[config.mk]
export PLATFORM = sky130hd
export DESIGN_NAME = instr_fetch_unit_flat
export DESIGN_NICKNAME = d
export VERILOG_FILES = /design/src/rtl/fetch_pkg.sv /design/src/rtl/instr_fetch_unit_if.sv /design/src/rtl/fetch_skid_buf.sv /design/src/rtl/instr_fetch_unit.sv /design/src/flat_wrapper.sv
export SDC_FILE = /design/constraint.sdc
export NUM_CORES = 1
export LEC_CHECK = 0
export BUFFER_PORTS_ARGS = -buffer_cell sky130_fd_sc_hd__buf_4
export CORE_MARGIN = 5
export CORE_UTILIZATION = 57
export CTS_CLUSTER_SIZE = 8
export DETAILED_ROUTE_END_ITERATION = 10
export PLACE_DENSITY = 0.91
export SLEW_MARGIN = 10
export SYNTH_ARGS = -nofsm -noshare
export SYNTH_HDL_FRONTEND = slang
export SYNTH_SLANG_ARGS = --single-unit
export TNS_END_PERCENT = 100
[constraint.sdc]
create_clock -name clk -period 2.9 [get_ports clk]
set_clock_uncertainty 0.15 [all_clocks]
set_input_delay 0.58 -clock clk [delete_from_list [all_inputs] [get_ports clk]]
set_output_delay 0.58 -clock clk [all_outputs]
set_load 0.05 [all_outputs]
[src/rtl/fetch_pkg.sv]
// Shared types and constants for the instruction-fetch stage.
// The optional FETCH_PERF_CNT_EN build macro is consumed by instr_fetch_unit.
package fetch_pkg;

  typedef enum logic [1:0] {
    ST_IDLE    = 2'd0,
    ST_REQ     = 2'd1,
    ST_HOLD    = 2'd2,
    ST_DISCARD = 2'd3
  } fetch_state_e;

  localparam logic [31:0] RESET_PC_DEFAULT  = 32'h0000_0000;
  localparam logic [31:0] NOP_INSTR_DEFAULT = 32'h0000_0000;  // sll $0,$0,0
  localparam logic [31:0] PC_INC            = 32'd4;

  // One fetched instruction together with the address it came from.
  typedef struct packed {
    logic [31:0] instr;
    logic [31:0] pc;
  } fetch_entry_t;

  // Sequential successor address; wraps naturally at 2^32.
  function automatic logic [31:0] pc_inc(input logic [31:0] pc);
    return pc + PC_INC;
  endfunction

  // Force a byte address onto a word boundary.
  function automatic logic [31:0] align_word(input logic [31:0] addr);
    return addr & ~32'd3;
  endfunction

endpackage

[src/rtl/instr_fetch_unit_if.sv]
// Instruction-memory request/acknowledge bus.
// master = fetch unit, slave = instruction memory.
interface imem_if;
  logic        imem_req;
  logic [31:0] imem_addr;
  logic        imem_ack;
  logic [31:0] imem_rdata;

  modport master (output imem_req, output imem_addr,
                  input  imem_ack, input  imem_rdata);
  modport slave  (input  imem_req, input  imem_addr,
                  output imem_ack, output imem_rdata);
endinterface

[src/rtl/fetch_skid_buf.sv]
// One-entry {instr, pc} skid buffer: catches an instruction that arrives
// while the pipeline is stalled so the memory request can retire.
module fetch_skid_buf
  import fetch_pkg::*;
(
  input  logic         clk,
  input  logic         rst,
  input  logic         load,
  input  logic         unload,
  input  logic         clear,
  input  fetch_entry_t din,
  output fetch_entry_t dout,
  output logic         full
);

  fetch_entry_t entry_q, entry_d;
  logic         full_q, full_d;

  // Clear beats load beats unload; payload only changes on load.
  always_comb begin
    // NOTE: every signal assigned here gets a default first, so no path can infer a latch.
    entry_d = entry_q;
    full_d  = full_q;
    if (clear) begin
      full_d = 1'b0;
    end else if (load) begin
      entry_d = din;
      full_d  = 1'b1;
    end else if (unload) begin
      full_d = 1'b0;
    end
  end

  // Buffer state register.
  always_ff @(posedge clk or negedge rst) begin
    // NOTE: the payload is reset as well; with a single entry this is cheap and keeps it X-free.
    if (!rst) begin
      entry_q <= '0;
      full_q  <= 1'b0;
    end else begin
      entry_q <= entry_d;
      full_q  <= full_d;
    end
  end

  assign dout = entry_q;
  assign full = full_q;

endmodule

[src/rtl/instr_fetch_unit.sv]
// Instruction-fetch stage: PC, imem request FSM, IF/ID output registers.
// Build option: FETCH_PERF_CNT_EN adds perf_fetched / perf_stall counters.
module instr_fetch_unit
  import fetch_pkg::*;
#(
  parameter logic [31:0] RESET_PC  = RESET_PC_DEFAULT,
  parameter logic [31:0] NOP_INSTR = NOP_INSTR_DEFAULT
) (
  input  logic        clk,
  input  logic        rst,
  input  logic        stall,
  input  logic        branch_taken,
  input  logic [31:0] branch_target,
  imem_if.master      imem,
  output logic [31:0] instruction_out,
  output logic [31:0] PCNow_out,
  output logic [31:0] PCNext4_out,
  output logic        valid_out
`ifdef FETCH_PERF_CNT_EN
  ,
  output logic [31:0] perf_fetched,
  output logic [31:0] perf_stall
`endif
);

  fetch_state_e state_q, state_d;
  logic [31:0]  pc_q, pc_d;
  logic [31:0]  disc_addr_q, disc_addr_d;  // address of the request being thrown away
  logic [31:0]  instr_q, instr_d;
  logic [31:0]  pc_now_q, pc_now_d;
  logic [31:0]  pc_next4_q, pc_next4_d;
  logic         valid_q, valid_d;

  logic         req;
  logic         ack;
  logic         skid_load, skid_unload, skid_clear, skid_full;
  fetch_entry_t skid_din, skid_dout;

  // A request is outstanding in REQ and DISCARD; DISCARD keeps the old address.
  assign req            = (state_q == ST_REQ) || (state_q == ST_DISCARD);
  assign ack            = imem.imem_ack && req;
  assign imem.imem_req  = req;
  assign imem.imem_addr = (state_q == ST_DISCARD) ? disc_addr_q : pc_q;

  assign skid_din.instr = imem.imem_rdata;
  assign skid_din.pc    = pc_q;

  fetch_skid_buf u_skid (
    .clk    (clk),
    .rst    (rst),
    .load   (skid_load),
    .unload (skid_unload),
    .clear  (skid_clear),
    .din    (skid_din),
    .dout   (skid_dout),
    .full   (skid_full)
  );

  // Next state, PC and output registers; a redirect overrides stall and ack.
  always_comb begin
    state_d     = state_q;
    pc_d        = pc_q;
    disc_addr_d = disc_addr_q;
    instr_d     = instr_q;
    pc_now_d    = pc_now_q;
    pc_next4_d  = pc_next4_q;
    valid_d     = valid_q;
    skid_load   = 1'b0;
    skid_unload = 1'b0;
    skid_clear  = 1'b0;

    if (branch_taken) begin
      pc_d       = align_word(branch_target);
      valid_d    = 1'b0;
      instr_d    = NOP_INSTR;
      skid_clear = 1'b1;
      if (state_q == ST_REQ && !ack) begin
        // The in-flight fetch must still complete; drop its data later.
        state_d     = ST_DISCARD;
        disc_addr_d = pc_q;
      end else if (state_q == ST_DISCARD && !ack) begin
        state_d = ST_DISCARD;
      end else begin
        state_d = ST_REQ;
      end
    end else begin
      case (state_q)
        ST_IDLE: state_d = ST_REQ;
        ST_REQ: begin
          if (stall) begin
            if (ack) begin
              skid_load = 1'b1;
              pc_d      = pc_inc(pc_q);
              state_d   = ST_HOLD;
            end
          end else if (ack) begin
            instr_d    = imem.imem_rdata;
            pc_now_d   = pc_q;
            pc_next4_d = pc_inc(pc_q);
            valid_d    = 1'b1;
            pc_d       = pc_inc(pc_q);
          end else begin
            valid_d = 1'b0;
          end
        end
        ST_HOLD: begin
          if (!stall && skid_full) begin
            instr_d     = skid_dout.instr;
            pc_now_d    = skid_dout.pc;
            pc_next4_d  = pc_inc(skid_dout.pc);
            valid_d     = 1'b1;
            skid_unload = 1'b1;
            state_d     = ST_REQ;
          end
        end
        ST_DISCARD: begin
          if (ack) state_d = ST_REQ;
        end
        default: state_d = ST_IDLE;
      endcase
    end
  end

  // State, PC and IF/ID output registers.
  always_ff @(posedge clk or negedge rst) begin
    // NOTE: sequential state uses non-blocking assignments so all flops update from pre-edge values.
    if (!rst) begin
      state_q     <= ST_IDLE;
      pc_q        <= RESET_PC;
      disc_addr_q <= RESET_PC;
      instr_q     <= NOP_INSTR;
      pc_now_q    <= 32'h0;
      pc_next4_q  <= 32'h0;
      valid_q     <= 1'b0;
    end else begin
      state_q     <= state_d;
      pc_q        <= pc_d;
      disc_addr_q <= disc_addr_d;
      instr_q     <= instr_d;
      pc_now_q    <= pc_now_d;
      pc_next4_q  <= pc_next4_d;
      valid_q     <= valid_d;
    end
  end

  assign instruction_out = instr_q;
  assign PCNow_out       = pc_now_q;
  assign PCNext4_out     = pc_next4_q;
  assign valid_out       = valid_q;

`ifdef FETCH_PERF_CNT_EN
  logic [31:0] perf_fetched_q, perf_fetched_d;
  logic [31:0] perf_stall_q, perf_stall_d;
  logic        fetched_now;
  logic        stalled_now;

  assign fetched_now = !branch_taken && !stall &&
                       ((state_q == ST_REQ && ack) || (state_q == ST_HOLD && skid_full));
  assign stalled_now = (req && !imem.imem_ack) || (state_q == ST_HOLD);

  // Free-running event counters; wrap at 2^32.
  always_comb begin
    perf_fetched_d = perf_fetched_q + {31'd0, fetched_now};
    perf_stall_d   = perf_stall_q + {31'd0, stalled_now};
  end

  // Counter registers.
  always_ff @(posedge clk or negedge rst) begin
    if (!rst) begin
      perf_fetched_q <= 32'h0;
      perf_stall_q   <= 32'h0;
    end else begin
      perf_fetched_q <= perf_fetched_d;
      perf_stall_q   <= perf_stall_d;
    end
  end

  assign perf_fetched = perf_fetched_q;
  assign perf_stall   = perf_stall_q;
`endif

endmodule
[src/flat_wrapper.sv]
// flat-port wrapper written by rule: the top's interface ports become plain ports
module instr_fetch_unit_flat import fetch_pkg::*;
#(
  parameter logic [31:0] RESET_PC  = RESET_PC_DEFAULT,
  parameter logic [31:0] NOP_INSTR = NOP_INSTR_DEFAULT
)
  (clk, rst, stall, branch_taken, branch_target, instruction_out, PCNow_out, PCNext4_out, valid_out, imem_imem_req, imem_imem_addr, imem_imem_ack, imem_imem_rdata);
  imem_if imem_i ();
  input  logic clk;
  input  logic rst;
  input  logic stall;
  input  logic branch_taken;
  input  logic [31:0] branch_target;
  output logic [31:0] instruction_out;
  output logic [31:0] PCNow_out;
  output logic [31:0] PCNext4_out;
  output logic valid_out;
  output wire logic [$bits(imem_i.imem_req)-1:0] imem_imem_req;
  output wire logic [$bits(imem_i.imem_addr)-1:0] imem_imem_addr;
  input wire logic [$bits(imem_i.imem_ack)-1:0] imem_imem_ack;
  input wire logic [$bits(imem_i.imem_rdata)-1:0] imem_imem_rdata;
  assign imem_imem_req = imem_i.imem_req;
  assign imem_imem_addr = imem_i.imem_addr;
  assign imem_i.imem_ack = imem_imem_ack;
  assign imem_i.imem_rdata = imem_imem_rdata;
  instr_fetch_unit #(.RESET_PC(RESET_PC), .NOP_INSTR(NOP_INSTR)) u_core (.clk(clk), .rst(rst), .stall(stall), .branch_taken(branch_taken), .branch_target(branch_target), .imem(imem_i), .instruction_out(instruction_out), .PCNow_out(PCNow_out), .PCNext4_out(PCNext4_out), .valid_out(valid_out));
endmodule
==> results.py <==
metrics = {
    "status": {
        "outcome": "complete, no violations",
    },
    "layout": {
        "most_frequent_cells_in_the_layout": "sky130_fd_sc_hd__buf_4, sky130_fd_sc_hd__dfrtp_1, sky130_fd_sc_hd__nand2_1, sky130_fd_sc_hd__mux2_2, sky130_fd_sc_hd__o21ai_0",
        "fillerInstances": 1404,
        "nets_finish": 1336,
        "seqCellArea_um2": 5460,
        "layout.cells.most_common": "sky130_fd_sc_hd__buf_4",
        "final_util_pct": 70.5,
        "multiInputGateArea_um2": 5260,
        "final_layout_size_suffix_gt1_share_pct": 31.2,
        "syn_to_final_growth_pct": 22.5,
    },
    "worst_setup_path": {
        "cp-start-kind": "flop",
        "reg2reg_to": "u_core.pc_q[30]",
        "top_cell_family_by_delay_on_the_critical_path": "flip-flops",
        "crit_buf_inv": 2,
        "timing.setup.critical_path_class": "flop to output pin",
        "cpMaxStageDelayCell": "sky130_fd_sc_hd__dfrtp_1",
        "capturing_element_type_of_the_critical_path": "output pin",
        "timing.reg2reg.setup_slack_ns": 0.32,
        "cp_data_required_time_ns": 2.17,
        "crit_chain": "nand2_1 > buf_6 > mux2_2 > buf_4",
        "peak_fanout_along_the_critical_path": 20,
        "crit_path_max_incr_delay_ns": 0.51,
        "reg2reg_depth": 6,
        "rr_startpoint": "u_core.pc_q[2]",
        "cp.arrival_ns": 2.07,
    },
    "hold_path": {
        "type_of_the_tightest_min_delay_check": "input port to flop",
        "timing.hold.worst_endpoint": "u_core.pc_q[8]",
        "holdCritStartpoint": "branch_target[8]",
        "min_path_cells": 3,
    },
    "synthesis": {
        "synth_async_sr_flop_share_pct": 100,
        "top_cell_type_by_total_area_after_synthesis": "sky130_fd_sc_hd__dfrtp_1",
        "synth-edff-count": 0,
        "synth.avg_cell_area_um2": 10.2,
        "netlist_top_cells_area": "sky130_fd_sc_hd__dfrtp_1, sky130_fd_sc_hd__mux2_2, sky130_fd_sc_hd__nand2_1",
        "synth_seq_cells": 218,
        "most_used_dff_post_synth": "sky130_fd_sc_hd__dfrtp_1",
        "synth_sequential_area_ratio_pct": 48.9,
        "post_synth_instance_area_um2": 11200,
        "syn_inst": 1098,
        "yosysUniqueCellTypes": 51,
        "yosysTopAreaCellShare_pct": 48.9,
        "yosys_warnings": 0,
    },
    "timing": {
        "finalSetupViolCount": 0,
        "hold_ws_ns": 0.0966,
        "fin_tns_setup_ns": 0,
        "worstMarginPinSlew_ns": 0.847,
        "timing_hold_violations_final": 0,
        "achievable-frequency_mhz": 358,
        "layout_worst_path_cycle_share_pct": 96.4,
        "timing.max_slew.rel_slack_pct": 43.3,
        "setup_repair_after_global_routing_missed_its_margin": "no",
        "finalCriticalPeriod_ns": 2.80,
        "timing_max_transition_violations_final": 0,
    },
    "clock_tree": {
        "cts.root.buffer_cell": "sky130_fd_sc_hd__clkbuf_16",
        "cts_made_buffers": 31,
        "cts_tree": "built",
        "clkSinkCount": 218,
        "path_clk_slew_ns": 0.05,
        "htreeDepth": 1,
        "maximum_root_to_sink_buffer_count": 3,
        "postCtsSetupRepairBufs": 0,
        "clkLatencyLatePin_ns": 0.54,
    },
    "route": {
        "number_of_iterations_in_the_first_detailed_routing_pass": 5,
        "wl_per_cell_um": 20.4,
        "drt_iter0_drc": 863,
        "top_layer_used": "met4",
        "routed_wirelength_um": 31200,
        "route.met2.wl_um": 15100,
        "route.layer.met1.wl_um": 12200,
        "antenna_left": 0,
        "detail_route.drc_violations": 0,
        "wl_met3_um": 2380,
        "route.vias.total": 9253,
        "avgViaCountPerCell": 6.04,
    },
    "global_routing": {
        "grt_overflow": 0,
        "grt.total_usage_pct": 27.3,
        "first_global_vias": 9310,
        "grt_max_degree": 69,
        "grt_pass1_wl_um": 48900,
        "antenna_found_initial": 2,
    },
    "placed_design": {
        "finalWeightedCongestion": 0.902,
        "dpl.hpwl_um": 20600,
        "buffer_ports.inserted": 190,
    },
    "floorplan": {
        "initial_core_util_pct": 57.6,
        "die_w_um": 150,
        "core_um2": 19400,
        "num_io_pins": 199,
        "floorplan.die.height_um": 150,
        "num_rows": 51,
        "dieArea_um2": 22500,
    },
    "power": {
        "max-vdd-ir-drop_mv": 0.666,
        "leakagePower_nw": 6.03,
        "power_density_nw_per_um2": 864,
        "totalPowerFinal_mw": 11.8,
    },
    "flow_run": {
        "maxcap_violations": 0,
    },
}
==> layer usage <==
| metal | GRT usage, % | vias up |
|---|---|---|
| met4 | 13.1 | 0 |
| met2 | 44.9 | 482 |
| met3 | 5.24 | 124 |
| met5 | 0 | - |
| met1 | 34.9 | 4479 |
| li1 | - | 4168 |
==> sequential cells by signal, indices dropped and copies added, names as in the netlist <==
name                    count
u_core.PCNow_out           30
u_core.valid_out            1
u_core.instruction_out     32
u_core.u_skid.dout         62
u_core.PCNext4_out         30
u_core.pc_q                30
u_core.disc_addr_q         30
u_core.state_q              2
u_core.u_skid.full          1
==> worst max path at each step <==
stage               slack [ns]               from                      to  depth (start not counted)
floorplan                 0.71     u_core.pc_q[2]  u_core.PCNext4_out[30]                          6
global placement          0.52     u_core.pc_q[8]  u_core.PCNext4_out[25]                          5
detailed placement        0.47     u_core.pc_q[8]  u_core.PCNext4_out[25]                          5
global route              0.02  u_core.state_q[0]      imem_imem_addr[15]                          4
CTS                       0.02  u_core.state_q[0]      imem_imem_addr[15]                          4
finish                    0.10  u_core.state_q[0]       imem_imem_addr[5]                          4
==> synthesized netlist by cell type, types with 5 or more instances <==
master / n
sky130_fd_sc_hd__a21oi_1: 14
sky130_fd_sc_hd__a31oi_1: 27
sky130_fd_sc_hd__and3_1: 5
sky130_fd_sc_hd__and4_1: 8
sky130_fd_sc_hd__buf_1: 11
sky130_fd_sc_hd__buf_2: 22
sky130_fd_sc_hd__buf_4: 11
sky130_fd_sc_hd__clkbuf_1: 53
sky130_fd_sc_hd__dfrtp_1: 218
sky130_fd_sc_hd__inv_1: 12
sky130_fd_sc_hd__mux2_2: 115
sky130_fd_sc_hd__mux2i_1: 45
sky130_fd_sc_hd__nand2_1: 185
sky130_fd_sc_hd__nand3_1: 19
sky130_fd_sc_hd__nand4_1: 26
sky130_fd_sc_hd__nor2_1: 55
sky130_fd_sc_hd__nor3_1: 18
sky130_fd_sc_hd__nor4_1: 16
sky130_fd_sc_hd__o211ai_1: 10
sky130_fd_sc_hd__o21ai_0: 62
sky130_fd_sc_hd__o21ai_1: 9
sky130_fd_sc_hd__o31ai_1: 33
sky130_fd_sc_hd__xnor2_1: 36
sky130_fd_sc_hd__xor2_1: 35
==> cells by family after synthesis <==
family	after synthesis	share of synthesized area [%]
DFF	218	48.9
adders and majority gates	2	0.224
and+or+nand+nor	365	15.8
xor gates and xnor gates	71	5.57
other	1	0.0336
buffers and inverters	111	4.48
muxes	160	15.6
AOI/OAI and AO/OA	170	9.35
==> worst reg2reg max path, cell delays in order (launching register included) <==
cell and delay (ns):
sky130_fd_sc_hd__dfrtp_1 0.36, sky130_fd_sc_hd__ha_1 0.33, sky130_fd_sc_hd__nand4_4 0.20, sky130_fd_sc_hd__or4_1 0.68, sky130_fd_sc_hd__nor4_1 0.48, sky130_fd_sc_hd__nand2_1 0.14
sky130_fd_sc_hd__o211ai_1 0.14
==> power by group <==
group,leakage (nW),internal (mW),switching (mW)
Combinational,2.96,1.47,2.71
Sequential,2.68,3.85,0.727
Clock,0.386,1.85,1.20
Total,6.03,7.17,4.64
==> through the flow <==
step,instances,setup WS (ns),cell area [µm²]
3_5_place_dp,1496,0.470,12900
3_3_place_gp,1496,0.524,12900
4_1_cts,1529,0.0244,13700
5_1_grt,1531,0.0165,13700
6_report,1531,0.104,13700
2_1_floorplan,1103,0.706,11200
==> final cells by class <==
cell class / count / area share [%]
Clock buffer: 31 / 5.67
Inverter: 12 / 0.329
Timing Repair Buffer: 228 / 13.1
Sequential cell: 218 / 39.9
Clock inverter: 1 / 0.0641
Tap cell: 265 / 2.42
Multi-Input combinational cell: 774 / 38.5
Antenna cell: 2 / 0.0366
==> timing repair <==
item / in CTS / in global routing
hold buffers: 1 / 0
gates resized for setup: 0 / 1
setup endpoints to repair: 0 / 20
hold endpoints to repair: 63 / 0
Note: power is estimated with default switching activity, not from simulation.
